`config.mk`:
```
export PLATFORM = sky130hd
export DESIGN_NAME = bus_strobe_sequencer
export DESIGN_NICKNAME = d
export VERILOG_FILES = /design/src/rtl/pdp8_bus_pkg.sv /design/src/rtl/strobe_timer.sv /design/src/rtl/bus_strobe_sequencer.sv
export SDC_FILE = /design/constraint.sdc
export NUM_CORES = 1
export LEC_CHECK = 0
export BUFFER_PORTS_ARGS = -buffer_cell sky130_fd_sc_hd__buf_4
export CORE_ASPECT_RATIO = 1.75
export CORE_MARGIN = 8
export CORE_UTILIZATION = 40
export CTS_BUF_LIST = sky130_fd_sc_hd__clkbuf_4
export CTS_CLUSTER_DIAMETER = 40
export DETAILED_ROUTE_END_ITERATION = 8
export GPL_TIMING_DRIVEN = 0
export HOLD_SLACK_MARGIN = 0.08
export SLEW_MARGIN = 20
export SYNTH_ARGS = -nofsm -noshare
export SYNTH_HDL_FRONTEND = slang
export SYNTH_SLANG_ARGS = --single-unit
```
`constraint.sdc`:
```
create_clock -name clk -period 1.7 [get_ports clk]
set_input_delay 0.17 -clock clk [delete_from_list [all_inputs] [get_ports clk]]
set_output_delay 0.17 -clock clk [all_outputs]
set_load 0.01 [all_outputs]
```
`src/rtl/pdp8_bus_pkg.sv`:
```
// Definitions shared by the bus strobe sequencer and the blocks around it.
package pdp8_bus_pkg;

  // Width of the shared PDP-8 data bus.
  localparam int BUS_W    = 12;
  // Default number of bus sources and destination latches.
  localparam int NSRC_DEF = 8;
  localparam int NDST_DEF = 8;

  // Phases of one register transfer.
  typedef enum logic [1:0] {
    IDLE    = 2'd0,
    DRIVE   = 2'd1,
    CAPTURE = 2'd2,
    RELEASE = 2'd3
  } seq_state_t;

  // Larger of two integers. Used to size the phase timer.
  function automatic int max2(input int a, input int b);
    return (a > b) ? a : b;
  endfunction

endpackage

```
`src/rtl/strobe_timer.sv`:
```
// Loadable down-counter that times the DRIVE and CAPTURE phases.
// The count stops at zero, and zero is flagged combinationally from the count register.
module strobe_timer #(
  parameter int W = 1
) (
  input  logic         clk,
  input  logic         reset,
  input  logic         load,
  input  logic [W-1:0] value,
  output logic         zero
);

  logic [W-1:0] count;

  // Counts down from the loaded value and holds at zero.
  // NOTE: clocked state uses non-blocking assignment so that every register samples pre-edge values.
  always_ff @(posedge clk) begin
    if (reset) begin
      count <= '0;
    end else if (load) begin
      count <= value;
    end else if (count != '0) begin
      count <= count - W'(1);
    end
  end

  assign zero = (count == '0);

endmodule

```
`src/rtl/bus_strobe_sequencer.sv`:
```
// Initiator side of the latch/output-enable protocol.
// It drives one source onto the shared bus and gives one destination latch a clean rising edge
// while the bus is stable. All outputs are registered, so no input reaches an output combinationally.
module bus_strobe_sequencer
  import pdp8_bus_pkg::*;
#(
  parameter int NSRC    = NSRC_DEF,
  parameter int NDST    = NDST_DEF,
  parameter int SETTLE  = 1,
  parameter int LATCH_W = 1
) (
  input  logic                    clk,
  input  logic                    reset,
  input  logic                    req,
  input  logic [$clog2(NSRC)-1:0] src,
  input  logic                    src_en,
  input  logic [$clog2(NDST)-1:0] dst,
  output logic [NSRC-1:0]         oe,
  output logic [NDST-1:0]         latch,
  output logic                    busy,
  output logic                    done,
  output logic                    err
);

  localparam int SW = $clog2(NSRC);
  localparam int DW = $clog2(NDST);
  localparam int CW = $clog2(max2(SETTLE, LATCH_W) + 1);

  seq_state_t state, next_state;

  logic [SW-1:0] src_q, src_n;
  logic [DW-1:0] dst_q, dst_n;
  logic          en_q, en_n;

  logic          bad_req;
  logic          accept;
  logic          reject;
  logic          tmr_load;
  logic [CW-1:0] tmr_value;
  logic          tmr_zero;

  logic [NSRC-1:0] oe_n;
  logic [NDST-1:0] latch_n;
  logic            busy_n;
  logic            done_n;
  logic            err_n;

  strobe_timer #(.W(CW)) u_timer (
    .clk   (clk),
    .reset (reset),
    .load  (tmr_load),
    .value (tmr_value),
    .zero  (tmr_zero)
  );

  // A request is illegal if it names a source or destination line that does not exist.
  // A clear transfer (src_en=0) ignores src.
  assign bad_req = (src_en && (int'(src) >= NSRC)) || (int'(dst) >= NDST);

  // Phase register. Reset abandons any transfer in progress.
  always_ff @(posedge clk) begin
    if (reset) state <= IDLE;
    else       state <= next_state;
  end

  // Latches the transfer indices when a request is accepted. They are held until IDLE is re-entered.
  // NOTE: these registers are not reset because they are only read after a load.
  always_ff @(posedge clk) begin
    if (accept) begin
      src_q <= src;
      dst_q <= dst;
      en_q  <= src_en;
    end
  end

  // Next-phase logic. The timer is reloaded on entry to each timed phase.
  // NOTE: every signal written here gets a default first, so no latch can be inferred.
  always_comb begin
    next_state = state;
    accept     = 1'b0;
    reject     = 1'b0;
    tmr_load   = 1'b0;
    tmr_value  = '0;
    case (state)
      IDLE: begin
        if (req) begin
          if (bad_req) begin
            reject = 1'b1;
          end else begin
            accept     = 1'b1;
            next_state = DRIVE;
            tmr_load   = 1'b1;
            tmr_value  = CW'(SETTLE - 1);
          end
        end
      end
      DRIVE: begin
        if (tmr_zero) begin
          next_state = CAPTURE;
          tmr_load   = 1'b1;
          tmr_value  = CW'(LATCH_W - 1);
        end
      end
      CAPTURE: begin
        if (tmr_zero) next_state = RELEASE;
      end
      RELEASE: next_state = IDLE;
      default: next_state = IDLE;
    endcase
  end

  // Strobe values for the coming phase. On acceptance they are decoded from the
  // live inputs, because the captured indices are still being loaded.
  always_comb begin
    src_n   = accept ? src    : src_q;
    dst_n   = accept ? dst    : dst_q;
    en_n    = accept ? src_en : en_q;
    oe_n    = '0;
    latch_n = '0;
    busy_n  = 1'b0;
    done_n  = 1'b0;
    err_n   = reject;
    case (next_state)
      DRIVE: begin
        busy_n = 1'b1;
        if (en_n) oe_n[src_n] = 1'b1;
      end
      CAPTURE: begin
        busy_n         = 1'b1;
        latch_n[dst_n] = 1'b1;
        if (en_n) oe_n[src_n] = 1'b1;
      end
      RELEASE: begin
        busy_n = 1'b1;
        done_n = 1'b1;
        if (en_n) oe_n[src_n] = 1'b1;
      end
      default: ;
    endcase
  end

  // Output registers. These remove any combinational path from the inputs.
  always_ff @(posedge clk) begin
    if (reset) begin
      oe    <= '0;
      latch <= '0;
      busy  <= 1'b0;
      done  <= 1'b0;
      err   <= 1'b0;
    end else begin
      oe    <= oe_n;
      latch <= latch_n;
      busy  <= busy_n;
      done  <= done_n;
      err   <= err_n;
    end
  end

endmodule

```
Word level (Yosys, flattened, before mapping) --
Index checks and enable logic that the tools add are counted.
Cells by class: add/sub/neg operators 1, $lt $le $gt $ge 4, equality and inequality tests 6, multiplexer cells 17, bitwise logic cells 4, reduce and logical (&&, ||, !) cells 7
Operators by type and width (count):
- OR reduction 3 bit | 3
- equality test 2 bit (second input constant) | 4
- less-than comparator 3 x 4 -> 1 bit (second input constant) | 2
- two-way mux 1 bit | 8
- case mux 2 bit (4 select lines) | 1
- demux 1 bit (select 3 bit) | 2
- greater-or-equal comparator 3 x 1 -> 1 bit (second input constant) | 2
- two-way mux 2 bit | 3
- two-way mux 3 bit | 2
- equality test 2 x 1 -> 1 bit (second input constant) | 2
- NOT 1 bit | 4
- logical AND 1 bit | 2
- zero test 2 bit | 1
- case mux 1 bit (2 select lines) | 1
- OR reduction 2 bit | 1
- subtractor 1 bit (second input constant) | 1
Word-level totals: bits in registers 28, bits of input ports 10, output and inout bits 19, logic and storage cells 48

Logic depth before layout (Yosys ltp) --
Gate-level depths: netlist (run 1).
depth in word-level cells 7, mapped depth 6, depth with buffers taken out 4

Cells and area by module --
Synthesis (run 1) repeated with hierarchy kept, for this count alone.
Unflattened totals: cell total of the unflattened synthesis 94, area total of the unflattened synthesis 999.7 um^2
Modules (own cells, without submodules):
- bus_strobe_sequencer | times used 1, cells each 91, area each 967.2 um^2, sequential area each 540.5 um^2
- strobe_timer | times used 1, cells each 3, area each 32.5 um^2, sequential area each 20.0 um^2

Worst setup path before layout (run 1) --
No wires, ideal clock.
path type register to register, from reg state[0], to reg latch[0], library setup time 92 ps, arrival 1424 ps, data required time 1608 ps, slack 184 ps, stages on the path, launching flop included 7, path buffers 2, period minus slack after synthesis 1516 ps, cell sequence dfxtp_1 buf_6 nor3b_4 buf_6 mux2i_2 inv_2 nor4_1
On the way: longest elaborated chain between the ends 7, elaborated cells on any way between the ends 18, classes of those cells order compare: 2; eq/ne: 4; mux: 8; bitwise: 1; reduce/logical: 3
Ends and longest elaborated chain:
- start: declaration | RTL line bus_strobe_sequencer.sv:29 | seq_state_t state, next_state;
- start signal: assignment | RTL line bus_strobe_sequencer.sv:63 | else state <= next_state;
- zero test 2 bit (*) | RTL line bus_strobe_sequencer.sv:84 | case (state)
- two-way mux 1 bit (*) | RTL line bus_strobe_sequencer.sv:84
- two-way mux 3 bit (*)
- via dst_n[2] | RTL line bus_strobe_sequencer.sv:32 | logic [DW-1:0] dst_q, dst_n;
- less-than comparator 3 x 4 -> 1 bit (not written as such) / greater-or-equal comparator 3 x 1 -> 1 bit (equally long branches) | RTL line bus_strobe_sequencer.sv:130 | latch_n[dst_n] = 1'b1;
- logical AND 1 bit (not written as such) | RTL line bus_strobe_sequencer.sv:130
- two-way mux 1 bit (not written as such) | RTL line bus_strobe_sequencer.sv:130
- demux 1 bit (select 3 bit) (*) | RTL line bus_strobe_sequencer.sv:130
- end signal: assignment | RTL line bus_strobe_sequencer.sv:152 | latch <= latch_n;
- end: declaration | RTL line bus_strobe_sequencer.sv:19 | output logic [NDST-1:0] latch,
The timed path passes the listed nets; every way through them passes the cells marked *. A chain may end at the register's enable or synchronous reset.

Worst setup path in the final report (run 1) --
from reg state[1], to reg latch[1]
The elaborated chain is that of the path after synthesis.

==> impl_metrics.env, run 1 <==
export IMPL_port_buffers=27
export IMPL_cp_max_fo=5
export IMPL_cts_buffers_inserted=3
export IMPL_first_global_vias=756
export IMPL_rows=24
export IMPL_place_inst=141
export IMPL_tritoncts="yes"
export IMPL_coreArea_um2=2430
export IMPL_critical_path_buf_inv_count=2
export IMPL_yosys_top_cells_area="dfxtp_1 (56%), nor3_1 (5.0%), nor4_1 (5.0%)"
export IMPL_antenna_found_initial=0
export IMPL_yosys_area_top_type="dfxtp_1"
export IMPL_die_area_um2=4390
export IMPL_finalMaxSlewViolations=0
export IMPL_cp_required_ns=1.94
export IMPL_ys_seq_area_frac=0.565
export IMPL_maxCapViolations=0
export IMPL_hpwl_um=1490
export IMPL_final_common_cell="buf_4"
export IMPL_synth_cells=87
export IMPL_gp_congestion=0.726
export IMPL_layout_cells_non_filler=152
export IMPL_ys_ff_latch=28
export IMPL_slowest_stage="dfxtp_4"
export IMPL_num_vias=757
export IMPL_avgRoutedWirePerCell_um=13.6
export IMPL_ir_drop_v=0.000610
export IMPL_htree_num_levels=1
export IMPL_power_density_nw_per_um2=1060
export IMPL_drt_first_pass_iters=4
export IMPL_clk_latency_ns=0.33
export IMPL_setup_viol=0
export IMPL_grtUsageTotal=0.0957
export IMPL_endpoint_kind="flip-flop"
export IMPL_finalHoldViolations=0
export IMPL_crit_chain="nor3b_4, buf_6, mux2i_4, inv_2, nor4_1"
export IMPL_period_share=0.978
export IMPL_grt_remaining_overflow=0
export IMPL_hp_class="primary input to flip-flop"
export IMPL_num_antenna_cells=0
export IMPL_grt_max_degree=17
export IMPL_wirelength_um=2070
export IMPL_die_h_um=81.9
export IMPL_netlist_area_leader_share=0.565
export IMPL_area_growth_pct=44.3
export IMPL_drtIter0Drc=9
export IMPL_path_clk_slew_ns=0.15
export IMPL_cts_buffer_depth=2
export IMPL_clock_fmax_ghz=0.602
export IMPL_fin_nets=137
export IMPL_crit_family="simple AND/OR/NAND/NOR gates"
export IMPL_syn_area_um2=992
export IMPL_io_pins=29
export IMPL_status="finished, final reports clean"
export IMPL_start_util=0.408
export IMPL_ys_warn_count=0
export IMPL_grt_pass1_wl_um=3260
export IMPL_layout_drive_gt1_share=0.484
export IMPL_synthDistinctLibCells=23
export IMPL_cts_root_buf="clkbuf_4"
export IMPL_power_leakage_nw=0.585
export IMPL_finalClockSkew_ns=0.00488
export IMPL_layout_min_cycle_time_ns=1.66
export IMPL_viasPerCell=4.98
export IMPL_antenna_left=0
export IMPL_worst_slack_ns=0.0378
export IMPL_drc=0
export IMPL_arrival_ns=1.90
export IMPL_worstSetupPathType="flip-flop to flip-flop"
export IMPL_fp_dieW_um=53.7
export IMPL_clkSinkCount=28
export IMPL_pre_cts_ws_ns=0.0113
export IMPL_syn_avg_cell_area_um2=11.4
export IMPL_final_cell_mix="buf_4 (34), dfxtp_1 (26), nor3_1 (8)"
export IMPL_slowest_delay_ns=0.39
export IMPL_startpoint_type="flip-flop"
registers in the layout, summed over array words and instances (netlist names):
| name | flops |
|---|---|
| latch | 8 |
| en_q | 1 |
| busy | 1 |
| done | 1 |
| src_q | 3 |
| oe | 8 |
| dst_q | 3 |
| state | 2 |
| u_timer.count | 1 |
worst reg2reg max path: stages, from the launching register on:
cell,delay (ns)
dfxtp_4,0.39
nor3b_4,0.29
buf_6,0.20
mux2i_4,0.30
inv_2,0.11
nor4_1,0.29
layer usage:
layer | GRT usage | routed length [um]
met5 | 0 | 0
met4 | 0.0533 | 35
met3 | 0.0181 | 129
met2 | 0.170 | 1120
met1 | 0.100 | 794
cell usage after synthesis:
cell type and count:
a2111oi_0 1, a211oi_1 1, a21o_1 1, a21oi_1 2
a221o_1 1, buf_4 1, buf_6 3, conb_1 1
dfxtp_1 28, inv_1 2, inv_2 2, mux2_2 4
mux2i_1 4, mux2i_2 3, nand2_1 2, nand2b_1 2
nand3b_1 2, nor2_1 2, nor2b_1 5, nor3_1 10
nor3b_4 1, nor4_1 8, or3b_2 1
kinds of logic (layout without fill, tap and decap cells):
group           count (synthesis)  count (layout)  share of synthesized area
compound gates                  6               6                     0.0441
buf+inv                         8              46                     0.0568
flops                          28              28                      0.565
mux                            11              11                      0.127
other cells                     1               2                    0.00378
simple gates                   33              33                      0.203
report_power, final:
group | leakage (nW) | internal (W) | switching (W)
Clock | 0.0279 | 0.000239 | 0.000194
Combinational | 0.327 | 0.000170 | 0.000163
Sequential | 0.231 | 0.000712 | 0.0000418
path summary, 6_finish.rpt:
kind | startpoint | to | slack (ns) | cells after the start
worst max-delay path | state[1]$_SDFF_PP0_ | latch[1]$_SDFF_PP0_ | 0.04 | 5
worst max register to register | state[1]$_SDFF_PP0_ | latch[1]$_SDFF_PP0_ | 0.04 | 5
worst min register to register | u_timer.count$_SDFF_PP0_ | done$_SDFF_PP0_ | 0.52 | 1
worst min-delay path | src[1] | src_q[1]$_DFF_P_ | 0.1 | 2
through the flow:
stage | hold WS, ns | power, W | util | setup TNS, ns | area (um2)
global placement | 0.379 | 0.00100 | 0.506 | 0 | 1230
global route | 0.0989 | 0.00158 | 0.588 | -0.175 | 1430
CTS | 0.0927 | 0.00146 | 0.548 | -0.000790 | 1330
floorplan | 0.239 | 0.000932 | - | 0 | 996
detailed placement | 0.382 | 0.00101 | 0.506 | 0 | 1230
finish | 0.0965 | 0.00152 | 0.588 | 0 | 1430
final cells by class:
cell class / count / area (um2)
Clock buffer: 3 / 22.5
Multi-Input combinational cell: 52 / 459
Inverter: 4 / 15.0
Fill cell: 210 / 1000
Timing Repair Buffer: 36 / 288
Buffer: 2 / 18.8
Clock inverter: 1 / 30.0
Sequential cell: 28 / 566
Tap cell: 26 / 32.5
what timing repair did:
action                     4_1_cts  5_1_grt
hold endpoints to repair         5        0
setup endpoints to repair        5       10
setup buffers                    0        7
hold buffers                     2        0
pin swaps                        0        2
resized for setup                4       11
Note: power is estimated with default switching activity, not from simulation.
==> inputs of run 2 (changes only) <==
- ABC_AREA: default -> 1
==> run 2 against run 1 <==
  * Worst setup slack improved by 0.49 ns
  * Clock-buffer cell count unchanged
  * Maximum frequency is 42% higher
  * Combinational power shrank 29%
  * Clock power decreased by 40%
  * Core utilization decreased by 5.7 points
  * Clock skew decreased by 0.00082 ns
  * Cell area down 7.4%
  * Global-route usage shrank 0.70 points
  * First-iteration DRC count is 120% higher
  * Synthesized area increased by 6.8%
  * Largest power group unchanged
==> impl_metrics.env, run 2 <==
export IMPL_slowest_delay_ns=0.38
export IMPL_wirelength_um=1920
export IMPL_met1Wirelength_um=685
export IMPL_met2_length_um=1030
export IMPL_drc=0
export IMPL_arrival_ns=1.43
export IMPL_layout_min_cycle_time_ns=1.17
export IMPL_clock_fmax_ghz=0.852
export IMPL_ys_warn_count=0
export IMPL_hp_class="primary input to flip-flop"
export IMPL_final_area_um2=1330
export IMPL_drtIter0Drc=20
export IMPL_worstSetupPathType="flip-flop to flip-flop"
export IMPL_grt_remaining_overflow=0
export IMPL_synth_edff_count=0
export IMPL_grt_max_degree=16
export IMPL_cts_root_buf="clkbuf_4"
export IMPL_cts_hold_fix_buffers=0
export IMPL_totalNegativeSetupSlack_ns=0
export IMPL_die_h_um=84.1
export IMPL_grtUsageTotal=0.0887
export IMPL_hpwl_um=1580
export IMPL_yosys_most_used_dff="dfxtp_1"
export IMPL_rsz0062_at_grt="false"
export IMPL_num_antenna_cells=0
export IMPL_yosys_top_cells_area="dfxtp_1 (53%), nand2_1 (8.5%), nand3_1 (7.1%)"
export IMPL_cts_buffers_inserted=3
export IMPL_port_buffers=27
export IMPL_endpoint_kind="flip-flop"
export IMPL_final_cell_mix="buf_4 (28), dfxtp_1 (28), nand2_1 (24)"
export IMPL_start_util=0.425
export IMPL_finalHoldViolations=0
export IMPL_ys_ff_latch=28
export IMPL_status="finished, final reports clean"
export IMPL_coreArea_um2=2490
export IMPL_gp_congestion=0.749
export IMPL_htree_num_levels=1
export IMPL_crit_chain="nor2_4, buf_6, nand3b_1, nand2_1, nand3_1, nor2_1"
export IMPL_synthDistinctLibCells=16
export IMPL_synth_cells=126
export IMPL_cts_buffer_depth=2
export IMPL_num_vias=833
export IMPL_cp_required_ns=1.96
export IMPL_startpoint_type="flip-flop"
export IMPL_synth_most_common_cell="dfxtp_1"
export IMPL_antenna_found_initial=0
export IMPL_synthTopCellsByCount="dfxtp_1 (28), nand2_1 (24), nor2_1 (18)"
export IMPL_drt_first_pass_iters=4
export IMPL_power_density_nw_per_um2=914
export IMPL_reg_top3="latch x8, oe x8"
export IMPL_clkSinkCount=28
export IMPL_dr_wl_met3_um=175
export IMPL_fin_nets=169
export IMPL_tritoncts="yes"
export IMPL_setup_viol=0
export IMPL_viasPerCell=4.53
export IMPL_syn_avg_cell_area_um2=8.41
export IMPL_grt_pass1_wl_um=3190
export IMPL_clk_latency_ns=0.31
export IMPL_rows=24
export IMPL_power_leakage_nw=0.647
export IMPL_maxCapViolations=0
export IMPL_ys_seq_area_frac=0.529
export IMPL_cp_max_fo=10
export IMPL_antenna_left=0
export IMPL_yosys_area_top_type="dfxtp_1"
export IMPL_fp_dieW_um=54.9
export IMPL_whs_path_depth=3
export IMPL_period_share=0.690
export IMPL_first_global_vias=773
export IMPL_top_layer="met4"
export IMPL_finalMaxSlewViolations=0
export IMPL_path_clk_slew_ns=0.14
export IMPL_post_cts_buffers=0
export IMPL_worstRegToRegCells=6
export IMPL_io_pins=29
export IMPL_netlist_area_leader_share=0.529
export IMPL_syn_area_um2=1060
export IMPL_area_growth_pct=25.0
export IMPL_layout_drive_gt1_share=0.342
export IMPL_finalClockSkew_ns=0.00406
export IMPL_die_area_um2=4620
export IMPL_synthArstFlopShare=0
export IMPL_ir_drop_v=0.000511
export IMPL_cts_repair_resized=0
export IMPL_avgRoutedWirePerCell_um=10.4
export IMPL_slowest_stage="dfxtp_1"
export IMPL_placedInstanceArea_um2=1300
==> run 2: cell count changes in the layout (fill, tap and decap cells not counted), sizes merged, moves of 2 or more <==
cell	change
mux2	-4
nand2b	-2
nand3b	+2
mux2i	-7
buf	-5
nand3	+18
nand2	+35
a21oi	-2
nor2	+18
inv	+9
nor2b	-5
dlygate4sd3	-2
nor4	-8
nor3	-10
==> run 2: final cells by class <==
type	instances	area [um2]
clock buffers	3	22.5
fillers	255	1170
multi-input cells	82	419
plain buffers	4	35.0
inverters	13	48.8
flip-flops and latches	28	561
well taps	26	32.5
repair buffers	27	203
clock inverters	1	3.75
==> run 2: worst paths after layout <==
path	startpoint	endpoint	slack, ns
hold reg to reg	en_q$_DFF_P_	en_q$_DFF_P_	0.48
setup / recovery	state[0]$_SDFF_PP0_	latch[0]$_SDFF_PP0_	0.53
setup reg to reg	state[0]$_SDFF_PP0_	latch[0]$_SDFF_PP0_	0.53
hold / removal	src_en	en_q$_DFF_P_	0.12
==> run 2: worst max-delay path, delay by kind of cell (launching register included) <==
kind | cells | cell delay [ns]
flops | 1 | 0.38
buf+inv | 1 | 0.16
simple gates | 5 | 0.58
==> run 2: kinds of logic after synthesis <==
| group | share of synthesized area |
|---|---|
| AND/OR/NAND/NOR | 0.384 |
| flip-flops | 0.529 |
| buffers and inverters | 0.0791 |
| AO/OA/AOI/OAI | 0.00472 |
| other | 0.00354 |
==> run 2: through the flow <==
step                std cells  worst slack, ns  total power (W)  utilization  hold WS, ns
finish                    184            0.526          0.00121        0.532        0.118
detailed placement        180            0.524         0.000969        0.521        0.450
floorplan                 127            0.651         0.000905            -        0.346
CTS                       184            0.499          0.00123        0.532        0.113
global route              184            0.365          0.00129        0.532        0.114
global placement          180            0.537         0.000962        0.521        0.443
==> run 2: routing by layer <==
metal  vias up  global-route usage
met4         0              0.0330
met2        21               0.156
met1       361              0.0887
met3         2              0.0286
li1        449                   -
met5         -                   0
==> run 2: where the power goes <==
group          total (W)  internal, W  switching, W
sequential      0.000715     0.000696     0.0000185
clock           0.000260    0.0000856      0.000174
combinational   0.000236    0.0000927      0.000143
==> inputs of run 3 (changes only) <==
- ABC_AREA: 1 -> 0
- PLACE_DENSITY: default -> 0.67
- clock period: 1.7 -> 0.95 ns (I/O delays scaled with it)
==> run 3 against run 2 <==
  * The run now ends with negative setup slack left
  * Via count is 0.72% lower
  * Worst setup slack worse by 1.1 ns
  * Sequential power is 90% higher
  * Global-route usage is 3.2 points higher
  * Wire length is 33% higher
  * Sequential share of layout area is 8.2 points lower
  * Sequential cell count stayed put
  * Non-clock buffer count is 16 higher
  * Cell area is 26% higher
  * Highest routed layer unchanged
==> impl_metrics.env, run 3 (same netlist as run 1, synthesis figures left out) <==
export IMPL_status="finished with violations"
export IMPL_violations="negative setup slack"
export IMPL_path_clk_slew_ns=0.15
export IMPL_coreArea_um2=2430
export IMPL_cp_max_fo=5
export IMPL_arrival_ns=1.72
export IMPL_finalClockSkew_ns=0.0118
export IMPL_fin_nets=146
export IMPL_hp_class="primary input to flip-flop"
export IMPL_worstRegToRegCells=6
export IMPL_antenna_found_initial=0
export IMPL_first_global_vias=875
export IMPL_grtUsageTotal=0.121
export IMPL_viasPerCell=5.14
export IMPL_clock_fmax_ghz=0.670
export IMPL_slowest_delay_ns=0.39
export IMPL_layout_min_cycle_time_ns=1.49
export IMPL_die_h_um=81.9
export IMPL_grt_max_degree=16
export IMPL_drtIter0Drc=17
export IMPL_fp_dieW_um=53.7
export IMPL_num_antenna_cells=0
export IMPL_endpoint_kind="flip-flop"
export IMPL_clk_latency_ns=0.32
export IMPL_port_buffers=27
export IMPL_layout_drive_gt1_share=0.622
export IMPL_area_growth_pct=68.1
export IMPL_finalMaxSlewViolations=0
export IMPL_setup_viol=26
export IMPL_wirelength_um=2550
export IMPL_grt_remaining_overflow=0
export IMPL_final_area_um2=1670
export IMPL_rr_endpoint="oe[2]$_SDFF_PP0_"
export IMPL_final_cell_mix="buf_4 (32), dfxtp_1 (26), buf_6 (9)"
export IMPL_rows=24
export IMPL_cp_required_ns=1.18
export IMPL_grt_pass1_wl_um=4040
export IMPL_antenna_left=0
export IMPL_place_inst=141
export IMPL_worst_slack_ns=-0.542
export IMPL_slowest_stage="dfxtp_4"
export IMPL_cts_buffer_depth=2
export IMPL_holdPathEnd="dst_q[0]$_DFF_P_"
export IMPL_avgRoutedWirePerCell_um=15.8
export IMPL_period_share=1.57
export IMPL_power_leakage_nw=0.657
export IMPL_worstSetupPathType="flip-flop to flip-flop"
export IMPL_layout_cells_non_filler=161
export IMPL_rsz0062_at_grt="true"
export IMPL_cts_hold_fix_buffers=4
export IMPL_cts_root_buf="clkbuf_4"
export IMPL_placedInstanceArea_um2=1250
export IMPL_start_util=0.408
export IMPL_hpwl_um=1530
export IMPL_cts_buffers_inserted=3
export IMPL_ir_drop_v=0.00136
export IMPL_drc=0
export IMPL_finalHoldViolations=0
export IMPL_die_area_um2=4390
export IMPL_hold_slack_ns=0.0609
export IMPL_clkSinkCount=28
export IMPL_min_from="dst[0]"
export IMPL_tritoncts="yes"
export IMPL_crit_chain="nor3b_4, buf_6, buf_6, buf_8, mux2i_4, nor3_2"
export IMPL_final_util=0.686
export IMPL_io_pins=29
export IMPL_reg2reg_setup_slack_ns=-0.54
export IMPL_final_common_cell="buf_4"
export IMPL_reg_top3="latch x8, oe x8"
export IMPL_cpMostUsedCell="buf_6"
export IMPL_startpoint_type="flip-flop"
export IMPL_whs_path_depth=3
export IMPL_crit_reg2reg_launch="state[0]$_SDFF_PP0_"
export IMPL_totalNegativeSetupSlack_ns=-11.18
export IMPL_htree_num_levels=1
export IMPL_power_density_nw_per_um2=1650
export IMPL_gp_congestion=0.717
export IMPL_num_vias=827
export IMPL_maxCapViolations=0
export IMPL_fillers=171
export IMPL_drt_first_pass_iters=3
run 3: layout make-up:
type,instances,area (um2),area share
well taps,26,32.5,0.0195
flip-flops and latches,28,568,0.341
clock inverters,1,3.75,0.00225
clock buffers,3,22.5,0.0135
multi-input cells,52,602,0.361
repair buffers,45,398,0.239
plain buffers,2,18.8,0.0113
inverters,4,22.5,0.0135
run 3: power breakdown:
| group | switching, W | internal (W) |
|---|---|---|
| Combinational | 0.000447 | 0.000464 |
| Clock | 0.000335 | 0.000154 |
| Sequential | 0.0000838 | 0.00127 |
run 3: worst max path at each step:
| stage | endpoint | startpoint | cells after the start |
|---|---|---|---|
| after floorplan | oe[0]$_SDFF_PP0_ | state[0]$_SDFF_PP0_ | 6 |
| after global placement | oe[0]$_SDFF_PP0_ | state[0]$_SDFF_PP0_ | 6 |
| after detailed placement | oe[0]$_SDFF_PP0_ | state[0]$_SDFF_PP0_ | 6 |
| after CTS | latch[0]$_SDFF_PP0_ | state[1]$_SDFF_PP0_ | 5 |
| after global routing | oe[2]$_SDFF_PP0_ | state[0]$_SDFF_PP0_ | 6 |
| final | oe[2]$_SDFF_PP0_ | state[0]$_SDFF_PP0_ | 6 |
run 3: critical path: cells and delay by family (launching register included):
kind	cells	cell delay (ns)
multiplexers	1	0.26
buffers and inverters	3	0.44
AND/OR/NAND/NOR	2	0.32
flip-flops	1	0.39
run 3: metrics by stage:
stage | setup WS [ns] | power [W]
finish | -0.542 | 0.00276
global route | -0.571 | 0.00291
CTS | -0.510 | 0.00264
detailed placement | -0.707 | 0.00184
global placement | -0.688 | 0.00183
floorplan | -0.537 | 0.00169
run 3: what timing repair did:
item | 4_1_cts | 5_1_grt
endpoints found under the hold margin | 9 | 3
pin swaps | 9 | 5
gates cloned | 0 | 0
endpoints found under the setup margin | 25 | 26
resized for setup | 40 | 16
buffers inserted | 14 | 0
run 3: per-layer routing:
metal  vias to the layer above  part of all wire  GRT usage
li1                        402                 -          -
met1                       393              0.36      0.117
met2                        28              0.55      0.225
met3                         4             0.080     0.0417
met4                         0             0.011     0.0381
met5                         -                 0          0
